[src/rtl/seg7_scan_driver.sv]
// 4-digit multiplexed 7-segment driver with a serial double-dabble
// binary-to-BCD converter. A load captures a 14-bit value, converts it over
// 14 clocks and commits all four digits at once, so the scan never shows a
// half-converted number. Values above 9999 display "----".
module seg7_scan_driver #(
    parameter bit COMMON_ANODE = 1'b1,
    parameter bit BLANK_LZ     = 1'b1
) (
    input  logic        clk,
    input  logic        reset,
    input  logic        tick,
    input  logic        load,
    input  logic [13:0] bin,
    output logic        busy,
    output logic        done,
    output logic        overflow,
    output logic [3:0]  an,
    output logic [6:0]  seg
);

    // Code 2'd3 is unused; the next-state default sends it through the IDLE path.
    typedef enum logic [1:0] {
        IDLE   = 2'd0,
        CONV   = 2'd1,
        COMMIT = 2'd2
    } state_t;

    localparam logic [3:0] AN_OFF  = COMMON_ANODE ? 4'b1111 : 4'b0000;
    localparam logic [6:0] SEG_OFF = COMMON_ANODE ? 7'b1111111 : 7'b0000000;

    state_t          state, state_nxt;
    logic [3:0]      steps;      // double-dabble steps already taken
    logic [29:0]     dd;         // {thousands, hundreds, tens, units, binary}
    logic            big;        // captured value exceeds 9999
    logic [3:0][3:0] dig;        // committed digits, dig[0] = units
    logic [1:0]      idx;        // scan position
    logic            scan_on;    // set by the first tick after reset
    logic [6:0]      code;       // active-high segments for the current index
    logic [3:0]      onehot;

    // One double-dabble step: adjust each BCD nibble >= 5, then shift left.
    // The carry out of the thousands nibble is dropped; only values up to
    // 9999 are ever shown as digits.
    function automatic logic [29:0] dabble(input logic [29:0] v);
        logic [29:0] t;
        t = v;
        for (int n = 0; n < 4; n++) begin
            if (t[14 + 4*n +: 4] >= 4'd5)
                t[14 + 4*n +: 4] = t[14 + 4*n +: 4] + 4'd3;
        end
        return {t[28:0], 1'b0};
    endfunction

    // State register.
    always_ff @(posedge clk) begin
        if (!reset) state <= IDLE;
        else        state <= state_nxt;
    end

    // Next state: 14 conversion steps, one commit cycle, then back to idle.
    always_comb begin
        state_nxt = state;
        case (state)
            CONV:    if (steps == 4'd13) state_nxt = COMMIT;
            COMMIT:  state_nxt = IDLE;
            default: state_nxt = load ? CONV : IDLE;
        endcase
    end

    // FSM outputs: busy from the load edge through the commit cycle.
    always_comb begin
        busy = (state == CONV) || (state == COMMIT);
    end

    // Converter datapath and committed display registers.
    always_ff @(posedge clk) begin
        if (!reset) begin
            steps    <= 4'd0;
            dd       <= 30'd0;
            big      <= 1'b0;
            dig      <= '0;
            overflow <= 1'b0;
            done     <= 1'b0;
        end else begin
            done <= 1'b0;
            case (state)
                CONV: begin
                    dd    <= dabble(dd);
                    steps <= steps + 4'd1;
                end
                COMMIT: begin
                    dig      <= dd[29:14];
                    overflow <= big;
                    done     <= 1'b1;
                end
                default: begin
                    if (load) begin
                        dd    <= {16'd0, bin};
                        big   <= (bin > 14'd9999);
                        steps <= 4'd0;
                    end
                end
            endcase
        end
    end

    // Segment pattern for the digit at the current scan index, including
    // leading-zero blanking and the overflow dash.
    always_comb begin
        logic hz3, hz2, hz1, blank;
        hz3   = (dig[3] == 4'd0);
        hz2   = hz3 && (dig[2] == 4'd0);
        hz1   = hz2 && (dig[1] == 4'd0);
        blank = 1'b0;
        code  = 7'h00;
        if (BLANK_LZ) begin
            case (idx)
                2'd1:    blank = hz1;
                2'd2:    blank = hz2;
                2'd3:    blank = hz3;
                default: blank = 1'b0;
            endcase
        end
        if (overflow) begin
            code = 7'h40;
        end else if (!blank) begin
            case (dig[idx])
                4'd0:    code = 7'h3F;
                4'd1:    code = 7'h06;
                4'd2:    code = 7'h5B;
                4'd3:    code = 7'h4F;
                4'd4:    code = 7'h66;
                4'd5:    code = 7'h6D;
                4'd6:    code = 7'h7D;
                4'd7:    code = 7'h07;
                4'd8:    code = 7'h7F;
                4'd9:    code = 7'h6F;
                default: code = 7'h00;
            endcase
        end
        onehot = 4'b0001 << idx;
    end

    // Scan index and registered pin drive; pins stay dark until the first tick.
    always_ff @(posedge clk) begin
        if (!reset) begin
            idx     <= 2'd0;
            scan_on <= 1'b0;
            an      <= AN_OFF;
            seg     <= SEG_OFF;
        end else begin
            if (tick) begin
                idx     <= idx + 2'd1;
                scan_on <= 1'b1;
            end
            if (scan_on) begin
                an  <= COMMON_ANODE ? ~onehot : onehot;
                seg <= COMMON_ANODE ? ~code : code;
            end
        end
    end

endmodule

[config.mk]
export PLATFORM = sky130hd
export DESIGN_NAME = seg7_scan_driver
export DESIGN_NICKNAME = d
export VERILOG_FILES = /design/src/rtl/seg7_scan_driver.sv
export SDC_FILE = /design/constraint.sdc
export NUM_CORES = 1
export LEC_CHECK = 0
export ABC_AREA = 1
export BUFFER_PORTS_ARGS = -buffer_cell sky130_fd_sc_hd__buf_2
export CORE_ASPECT_RATIO = 2
export CORE_UTILIZATION = 59
export CTS_BUF_LIST = sky130_fd_sc_hd__clkbuf_16
export CTS_CLUSTER_SIZE = 12
export DETAILED_ROUTE_END_ITERATION = 16
export GPL_ROUTABILITY_DRIVEN = 0
export HOLD_SLACK_MARGIN = 0.05
export PLACE_DENSITY = 0.87
export SLEW_MARGIN = 30
export SYNTH_ARGS = -nofsm -noshare
export SYNTH_HDL_FRONTEND = slang
export SYNTH_SLANG_ARGS = --single-unit
[constraint.sdc]
create_clock -name clk -period 1.96 [get_ports clk]
set_clock_uncertainty 0.15 [all_clocks]
set_input_delay 0.294 -clock clk [delete_from_list [all_inputs] [get_ports clk]]
set_output_delay 0.294 -clock clk [all_outputs]
set_load 0.05 [all_outputs]
==> results of run 1 <==
==> cells in the mapped netlist, drive strengths merged <==
cell,n,area share
a211oi,2,0.0044
dfxtp,69,0.40
nor3,5,0.0087
nor2,25,0.027
a21oi,60,0.091
inv,41,0.046
o21ai,32,0.048
nand2,133,0.16
or2,1,0.0018
nand4,2,0.0036
nand3b,3,0.0066
ha,22,0.080
a31oi,13,0.024
nand3,28,0.048
clkinv,2,0.0025
buf,10,0.022
xor2,5,0.013
o211ai,2,0.0044
clkbuf,9,0.0098
==> worst paths after layout <==
kind	start	to	slack (ns)	cells past startpoint
hold reg to reg	dig[3]$_SDFFE_PN0P_	dig[3]$_SDFFE_PN0P_	0.31	2
setup / recovery	idx[0]$_SDFFE_PN0P_	seg[3]$_SDFFE_PN1P_	0.11	9
hold / removal	bin[0]	dd[0]$_SDFFE_PN0P_	0.06	3
setup reg to reg	idx[0]$_SDFFE_PN0P_	seg[3]$_SDFFE_PN1P_	0.11	9
==> power by group <==
group | leakage (nW) | total [mW] | switching (mW) | internal [mW]
logic | 0.975 | 0.471 | 0.326 | 0.145
clock network | 0.155 | 1.68 | 0.584 | 1.09
registers | 0.563 | 1.50 | 0.0381 | 1.46
==> stage by stage <==
step | instance area, um^2 | worst slack [ns] | std cells
global placement | 3620 | 0.164 | 544
detailed placement | 3620 | 0.102 | 544
floorplan | 3440 | 0.244 | 464
CTS | 3930 | 0.0363 | 560
global route | 3930 | 0.0109 | 560
finish | 3930 | 0.110 | 560
==> flip-flops by register name (all words and copies together), names as in the netlist <==
name and cells:
dd 30, dig 16, seg 7, an 4
steps 4, idx 2, state 2, big 1
done 1, overflow 1, scan_on 1
==> metal layers <==
layer	up-vias	routed length, um
met1	1429	2710
met4	0	272
met5	-	0
li1	1584	-
met2	81	4290
met3	17	278
==> area by class of cell <==
cell class                 instances  area (um^2)  share of cell area
multi-input combinational        333         1780               0.452
sequential                        69         1380               0.352
clock buffer                       9          225              0.0573
timing repair buffer              38          220              0.0560
inverter                          43          168              0.0426
clock inverter                     7         81.3              0.0207
tap                               61         76.3              0.0194
==> worst min-delay path: cells and delay by family <==
family | cells | cell delay, ns
buf+inv | 1 | 0.09
simple gates | 1 | 0.05
compound gates | 1 | 0.05
==> kinds of logic (layout without fill, tap and decap cells) <==
kind of cell | count (synthesis) | count (layout)
and+or+nand+nor | 197 | 197
xor gates and xnor gates | 5 | 5
AOI/OAI and AO/OA | 109 | 109
DFF | 69 | 69
adders and majority gates | 22 | 22
buffers and inverters | 62 | 97
==> impl_metrics.yaml, run 1 <==
clocking:
  cts_buffers: 9
  cts_sinks: 69
  cts-htree-levels: 3
  post_cts_resized: 0
  cts_tree: "done"
  clockRootBuffer: "clkbuf_16"
  postCtsHoldBufs: 0
  clkSlewWorstSetupHoldPaths_ns: 0.05
  insertion_delay_ns: 0.34
  cts_setup_buffers: 0
  clk_path_buf_depth: 2
power_and_ir_drop:
  power_mw: 3.65
  power_density_nw_per_um2: 929
  leakagePower_nw: 1.69
  worst_ir_drop_vdd_uv: 1050
drt:
  drc: 0
  wire_per_inst_um: 13.5
  wl_um: 7550
  first_iter_violations: 120
  vias_per_cell: 5.56
  via_count: 3111
  ant_nets: 0
  drt_first_pass_iters: 4
synth:
  synthSimpleGateAreaFrac: 0.254
  yosysWarnings: 0
  synth_top_family_by_area: "simple AND/OR/NAND/NOR gates"
  synth_compound_area_frac: 0.171
  synth_area_um2: 3440
  avgSynthCellArea_um2: 7.41
  synth-seq-area-share: 0.402
  muxShareOfSynthArea: 0
  yosysUniqueCellTypes: 32
  synthAdderAreaFrac: 0.0801
  syn_nets: 504
  ys_ff_latch: 69
  synthCells: 464
  synth_xor_area_frac: 0.0127
setup_path:
  critPathBufInv: 1
  cp-end-kind: "flip-flop"
  critPathMaxFanout: 12
  start_kind: "flip-flop"
  crit_arrival_ns: 1.98
  cp_top_family: "simple AND/OR/NAND/NOR gates"
  cp_data_required_time_ns: 2.09
  crit_path_frequent_cell: "nand2_1"
  crit_path_max_incr_delay_ns: 0.39
  slowest_stage: "dfxtp_2"
  path_class: "reg -> reg"
  path_cells: "inv_6 -> ha_1 -> nor2_1 -> nand2_1 -> nor3_1 -> nand2_1 -> nand3_1 -> nand2_1 -> nand2_1"
floorplan:
  core_area_um2: 5660
  rows: 39
  fp.dieArea_um2: 6150
  start_util: 0.607
  io_pins: 32
  die_h_um: 110
  die_w_um: 56.0
layout:
  utilization: 0.695
  final_cell_mix: "nand2_1 (126), dfxtp_1 (68), a21oi_1 (59), inv_1 (35), buf_2 (31)"
  final_nets: 534
  fill_cells: 468
  drive_gt1_frac: 0.144
  syn_to_final_growth_pct: 14.4
  layout.cells.most_common: "nand2_1"
  insertedDiodeCount: 0
run:
  cap_violations: 0
sta:
  worst_pin_slew_ns: 0.427
  final.setup.tns_ns: 0
  holdWs_ns: 0.0551
  rsz0062_at_grt: "no"
  finalHoldViolCount: 0
  relSlewSlack: 0.715
  slew_viol_final: 0
  max_freq_mhz: 541
  fin_crit_sh: 0.944
  fin_crit_ns: 1.85
  setup_viol: 0
global_route:
  overflow: 0
  grt.busiest_layer: "met2"
  grt_usage: 0.258
  grt_util_met3: 0.0588
  grt_util_met1: 0.234
  grt_pass1_vias: 2932
  grt_max_degree: 37
  antenna_found_initial: 0
  grt_first_pass_wirelength_um: 12300
  use_met2: 0.509
status:
  status: "finished, final reports clean"
worst_hold_path:
  min_path_type: "in -> reg"
place:
  portBuffers: 31
  place_hpwl_um: 5440
Power figures use the tool's default switching activity.
==> run 2, diff against run 1 <==
--- a/config.mk
+++ b/config.mk
@@ -15,6 +15,7 @@
 export GPL_ROUTABILITY_DRIVEN = 0
 export HOLD_SLACK_MARGIN = 0.05
 export PLACE_DENSITY = 0.87
+export RECOVER_POWER = 100
 export SLEW_MARGIN = 30
 export SYNTH_ARGS = -nofsm -noshare
 export SYNTH_HDL_FRONTEND = slang
==> run 2 against run 1 <==
Sequential share of layout area increased by 0.25 points. First-iteration DRC count decreased by 5.0%. Global-route usage unchanged. Hold slack got worse by 0.0033 ns. Non-clock buffer count unchanged. Critical path depth unchanged. Flip-flop and latch count unchanged. Final area decreased by 0.70%. Final cell count unchanged. Clock-buffer cell count unchanged. Critical path type unchanged. Largest cell class unchanged. Highest routed layer unchanged.
==> impl_metrics.yaml, run 2 (same netlist as run 1, synthesis figures left out) <==
clocking:
  clockRootBuffer: "clkbuf_16"
  cts_buffers: 9
  clk_path_buf_depth: 2
  clkSlewWorstSetupHoldPaths_ns: 0.05
  cts_setup_buffers: 0
  postCtsHoldBufs: 0
  cts-htree-levels: 3
  cts_tree: "done"
  insertion_delay_ns: 0.34
  cts_sinks: 69
setup_path:
  cp-end-kind: "flip-flop"
  r2r_slack_ns: 0.12
  cp_data_required_time_ns: 2.09
  slowest_stage: "dfxtp_2"
  crit_arrival_ns: 1.98
  path_class: "reg -> reg"
  reg2reg_depth: 9
  crit_path_frequent_cell: "nand2_1"
  crit_path_max_incr_delay_ns: 0.39
  critPathMaxFanout: 12
  start_kind: "flip-flop"
  path_cells: "inv_6 -> ha_1 -> nor2_1 -> nand2_1 -> nor3_1 -> nand2_1 -> nand3_1 -> nand2_1 -> nand2_1"
  worst_r2r_endpoint: "seg[3]$_SDFFE_PN1P_"
  timing.rr.start: "idx[0]$_SDFFE_PN0P_"
layout:
  drive_gt1_frac: 0.116
  largest_reg_flops: 30
  fin_area_um2: 3900
  layout.cells.most_common: "nand2_1"
  insertedDiodeCount: 0
  final_cell_mix: "nand2_1 (126), dfxtp_1 (68), a21oi_1 (59), inv_1 (35), o21ai_0 (30)"
  top_register: "dd"
  ff_latch_area_um2: 1380
  fill_cells: 482
  reg_top3: "dd x30, dig x16, seg x7"
  utilization: 0.690
  syn_to_final_growth_pct: 13.6
  final_nets: 534
  multi_input_area_um2: 1770
global_route:
  grt_pass1_vias: 2932
  grt_usage: 0.258
  grt_util_met1: 0.234
  grt_util_met3: 0.0588
  overflow: 0
  grt_first_pass_wirelength_um: 12300
  antenna_found_initial: 0
  grt.busiest_layer: "met2"
  use_met2: 0.509
  grt_max_degree: 37
worst_hold_path:
  min_path_type: "in -> reg"
  hold_start: "bin[0]"
  hold_path_depth: 3
  hold_end: "dd[0]$_SDFFE_PN0P_"
power_and_ir_drop:
  seq_power_share: 0.412
  power_frac_comb: 0.127
  p_clk_frac: 0.461
  internal-power_mw: 2.69
  netSwitchingFraction: 0.261
  worst_ir_drop_vdd_uv: 1050
  power_density_nw_per_um2: 934
  leakagePower_nw: 1.66
  p_sw_mw: 0.950
place:
  portBuffers: 31
  dpl_cell_area_um2: 3620
  place_hpwl_um: 5440
  place_ws_ns: 0.102
drt:
  wire_per_inst_um: 13.5
  first_iter_violations: 114
  ant_nets: 0
  drt_first_pass_iters: 4
  wl_um: 7540
  drc: 0
  via_count: 3095
  vias_per_cell: 5.53
sta:
  rsz0062_at_grt: "no"
  holdWs_ns: 0.0518
  slew_viol_final: 0
  fin_crit_sh: 0.941
  max_freq_mhz: 542
  setup_viol: 0
  worst_pin_slew_ns: 0.624
  finalHoldViolCount: 0
  finalWorstSetupSlack_ns: 0.115
  final.setup.tns_ns: 0
  relSlewSlack: 0.586
  fin_crit_ns: 1.84
run:
  cap_violations: 0
floorplan:
  die_h_um: 110
  die_w_um: 56.0
  rows: 39
  fp.dieArea_um2: 6150
  core_area_um2: 5660
  start_util: 0.607
  io_pins: 32
status:
  status: "finished, final reports clean"
[run 2: cell types whose count changed in the layout (fill, tap and decap cells not counted)]
| cell | previous run | this run |
|---|---|---|
| clkbuf_1 | 0 | 14 |
| nand2_4 | 5 | 4 |
| clkbuf_2 | 0 | 2 |
| nand2_2 | 2 | 3 |
| buf_4 | 6 | 4 |
| buf_2 | 31 | 17 |
[run 2: area by class of cell]
cell class,count,area share
tap,61,0.0196
inverter,43,0.0429
timing repair buffer,38,0.0506
clock buffer,9,0.0577
sequential,69,0.354
clock inverter,7,0.0208
multi-input combinational,333,0.454
[run 2: what timing repair did]
action,in CTS,in global routing
gates resized for setup,0,1
hold endpoints to repair,0,0
endpoints found under the setup margin,0,7
[run 2: per-layer routing]
layer	up-vias	wire length [um]	share of wire
met1	1423	2700	0.36
met4	0	320	0.042
met2	72	4270	0.57
met3	22	247	0.033
met5	-	0	0
li1	1578	-	-
[run 2: power by group through the flow]
stage                     combinational [mW]  sequential (mW)  clock (mW)
after global placement                 0.456             1.53           0
after detailed placement               0.466             1.53           0
after floorplan                        0.291             1.60           0
after CTS                              0.470             1.50        1.69
after global routing                   0.510             1.51        1.74
final                                  0.462             1.50        1.68
[run 2: critical path, delay by kind of cell, from the launching register on]
kind	cells	cell delay (ns)
buf+inv	1	0.08
fa+ha+maj	1	0.20
simple gates	7	0.96
flops	1	0.39
[run 2: worst max path at each step]
stage / startpoint / slack, ns / depth (start not counted) / endpoint
2_1_floorplan: idx[0]$_SDFFE_PN0P_ / 0.24 / 12 / seg[5]$_SDFFE_PN1P_
3_3_place_gp: idx[0]$_SDFFE_PN0P_ / 0.16 / 10 / seg[3]$_SDFFE_PN1P_
3_5_place_dp: idx[0]$_SDFFE_PN0P_ / 0.10 / 10 / seg[3]$_SDFFE_PN1P_
4_1_cts: idx[0]$_SDFFE_PN0P_ / 0.04 / 9 / seg[2]$_SDFFE_PN1P_
5_1_grt: idx[0]$_SDFFE_PN0P_ / 0.01 / 11 / seg[5]$_SDFFE_PN1P_
6_report: idx[0]$_SDFFE_PN0P_ / 0.12 / 9 / seg[3]$_SDFFE_PN1P_
[run 2: through the flow]
stage | instances | power (mW)
3_3_place_gp | 544 | 1.98
4_1_cts | 560 | 3.66
6_report | 560 | 3.64
3_5_place_dp | 544 | 2.00
2_1_floorplan | 464 | 1.89
5_1_grt | 560 | 3.76
==> run 3, diff against run 2 <==
--- a/config.mk
+++ b/config.mk
@@ -15,7 +15,7 @@
 export GPL_ROUTABILITY_DRIVEN = 0
 export HOLD_SLACK_MARGIN = 0.05
 export PLACE_DENSITY = 0.87
-export RECOVER_POWER = 100
+export RECOVER_POWER = 50
 export SLEW_MARGIN = 30
 export SYNTH_ARGS = -nofsm -noshare
 export SYNTH_HDL_FRONTEND = slang
==> run 3 against run 2 <==
Final cell count is the same. Hold slack better by 0.0025 ns. Die area unchanged. Highest routed layer unchanged. Final area is 0.22% higher. Critical path type unchanged. Setup slack improved by 0.0089 ns. Critical endpoint unchanged. Utilization is 0.15 points higher. Wire length rose by 0.28%. Sequential share of layout area fell by 0.079 points. Global-route usage unchanged. Non-clock buffer count stayed put. Combinational power is essentially flat.
==> impl_metrics.yaml, run 3 (same netlist as run 1, synthesis figures left out) <==
status:
  status: "finished, final reports clean"
clocking:
  clockRootBuffer: "clkbuf_16"
  cts_tree: "done"
  cts_buffers: 9
  post_cts_resized: 0
  clk_path_buf_depth: 2
  cts_sinks: 69
  postCtsHoldBufs: 0
  insertion_delay_ns: 0.34
  cts_setup_buffers: 0
  cts-htree-levels: 3
  clkSlewWorstSetupHoldPaths_ns: 0.05
setup_path:
  critPathMaxFanout: 12
  path_class: "reg -> reg"
  cp-end-kind: "flip-flop"
  crit_start: "idx[0]$_SDFFE_PN0P_"
  crit_path_frequent_cell: "nand2_1"
  timing.rr.start: "idx[0]$_SDFFE_PN0P_"
  r2r_slack_ns: 0.12
  worst_r2r_endpoint: "seg[3]$_SDFFE_PN1P_"
  path_cells: "inv_6 -> ha_1 -> nor2_1 -> nand2_1 -> nor3_1 -> nand2_1 -> nand3_1 -> nand2_1 -> nand2_1"
  endpoint: "seg[3]$_SDFFE_PN1P_"
  critPathBufInv: 1
  cp_top_family: "simple AND/OR/NAND/NOR gates"
  crit_path_max_incr_delay_ns: 0.39
  reg2reg_depth: 9
  slowest_stage: "dfxtp_2"
  cp_data_required_time_ns: 2.09
  crit_arrival_ns: 1.97
  crit_cells: 9
  start_kind: "flip-flop"
layout:
  syn_to_final_growth_pct: 13.8
  insertedDiodeCount: 0
  layout.cells.most_common: "nand2_1"
  ff_latch_area_um2: 1380
  fill_cells: 479
  largest_reg_flops: 30
  drive_gt1_frac: 0.118
  multi_input_area_um2: 1780
  utilization: 0.691
  top_register: "dd"
  final_nets: 534
  reg_top3: "dd x30, dig x16, seg x7"
  final_cell_mix: "nand2_1 (126), dfxtp_1 (68), a21oi_1 (59), inv_1 (35), o21ai_0 (30)"
global_route:
  grt_util_met1: 0.234
  grt_max_degree: 37
  overflow: 0
  grt_util_met3: 0.0588
  grt_first_pass_wirelength_um: 12300
  grt_usage: 0.258
  use_met2: 0.509
  grt.busiest_layer: "met2"
  antenna_found_initial: 0
  grt_pass1_vias: 2932
power_and_ir_drop:
  power_density_nw_per_um2: 932
  leakagePower_nw: 1.66
  worst_ir_drop_vdd_uv: 1050
floorplan:
  io_pins: 32
  die_h_um: 110
  start_util: 0.607
  core_area_um2: 5660
  fp.dieArea_um2: 6150
  die_w_um: 56.0
  rows: 39
sta:
  worst_pin_slew_ns: 0.624
  holdWs_ns: 0.0543
  fin_crit_ns: 1.84
  rsz0062_at_grt: "no"
  max_freq_mhz: 545
  relSlewSlack: 0.586
  slew_viol_final: 0
  finalHoldViolCount: 0
  finalWorstSetupSlack_ns: 0.124
  setup_viol: 0
  fin_crit_sh: 0.937
  final.setup.tns_ns: 0
drt:
  via_count: 3117
  wire_per_inst_um: 13.5
  drt_first_pass_iters: 4
  wl_um: 7560
  vias_per_cell: 5.57
  first_iter_violations: 119
  drc: 0
  ant_nets: 0
place:
  portBuffers: 31
  place_hpwl_um: 5440
  place_ws_ns: 0.102
worst_hold_path:
  min_path_type: "in -> reg"
run:
  cap_violations: 0
## run 3: changes by cell type in the layout (fill, tap and decap cells not counted), sizes merged
cell	before	now
buf	22	24
clkbuf	25	23
## run 3: worst min-delay path by stage
stage	depth (start not counted)	endpoint	slack, ns	from
after detailed placement	2	seg[6]$_SDFFE_PN1P_	0.30	seg[6]$_SDFFE_PN1P_
after global placement	2	seg[0]$_SDFFE_PN1P_	0.30	seg[0]$_SDFFE_PN1P_
after global routing	3	dd[0]$_SDFFE_PN0P_	0.07	bin[0]
final	3	dd[0]$_SDFFE_PN0P_	0.05	bin[0]
after floorplan	2	dig[12]$_SDFFE_PN0P_	0.28	reset
after CTS	3	dd[0]$_SDFFE_PN0P_	0.05	bin[0]
## run 3: through the flow
| step | cells | total power [mW] | instance area [um^2] |
|---|---|---|---|
| floorplan | 464 | 1.89 | 3440 |
| detailed placement | 544 | 2.00 | 3620 |
| global route | 560 | 3.77 | 3910 |
| CTS | 560 | 3.66 | 3930 |
| finish | 560 | 3.65 | 3910 |
| global placement | 544 | 1.98 | 3620 |
## run 3: per-layer routing
| layer | vias up | wire length [um] | part of all wire |
|---|---|---|---|
| met2 | 86 | 4280 | 0.57 |
| met1 | 1427 | 2700 | 0.36 |
| met4 | 0 | 283 | 0.037 |
| li1 | 1583 | - | - |
| met5 | - | 0 | 0 |
| met3 | 21 | 293 | 0.039 |
## run 3: cell type report
cell class                 instances  share of cell area
clock buffer                       9              0.0576
timing repair buffer              38              0.0515
sequential                        69               0.353
inverter                          43              0.0429
multi-input combinational        333               0.454
clock inverter                     7              0.0208
tap                               61              0.0195
## run 3: worst register-to-register path, stage by stage, from the launching register on
cell,delay (ns)
dfxtp_2,0.39
inv_6,0.08
ha_1,0.20
nor2_1,0.09
nand2_1,0.06
nor3_1,0.28
nand2_1,0.25
nand3_1,0.14
nand2_1,0.06
nand2_1,0.06
## run 3: report_power, final
part	switching, mW	leakage (nW)	internal [mW]	total [mW]
Sequential	0.0388	0.563	1.46	1.50
Clock	0.584	0.155	1.09	1.68
Combinational	0.326	0.946	0.139	0.465
Total	0.949	1.66	2.70	3.65
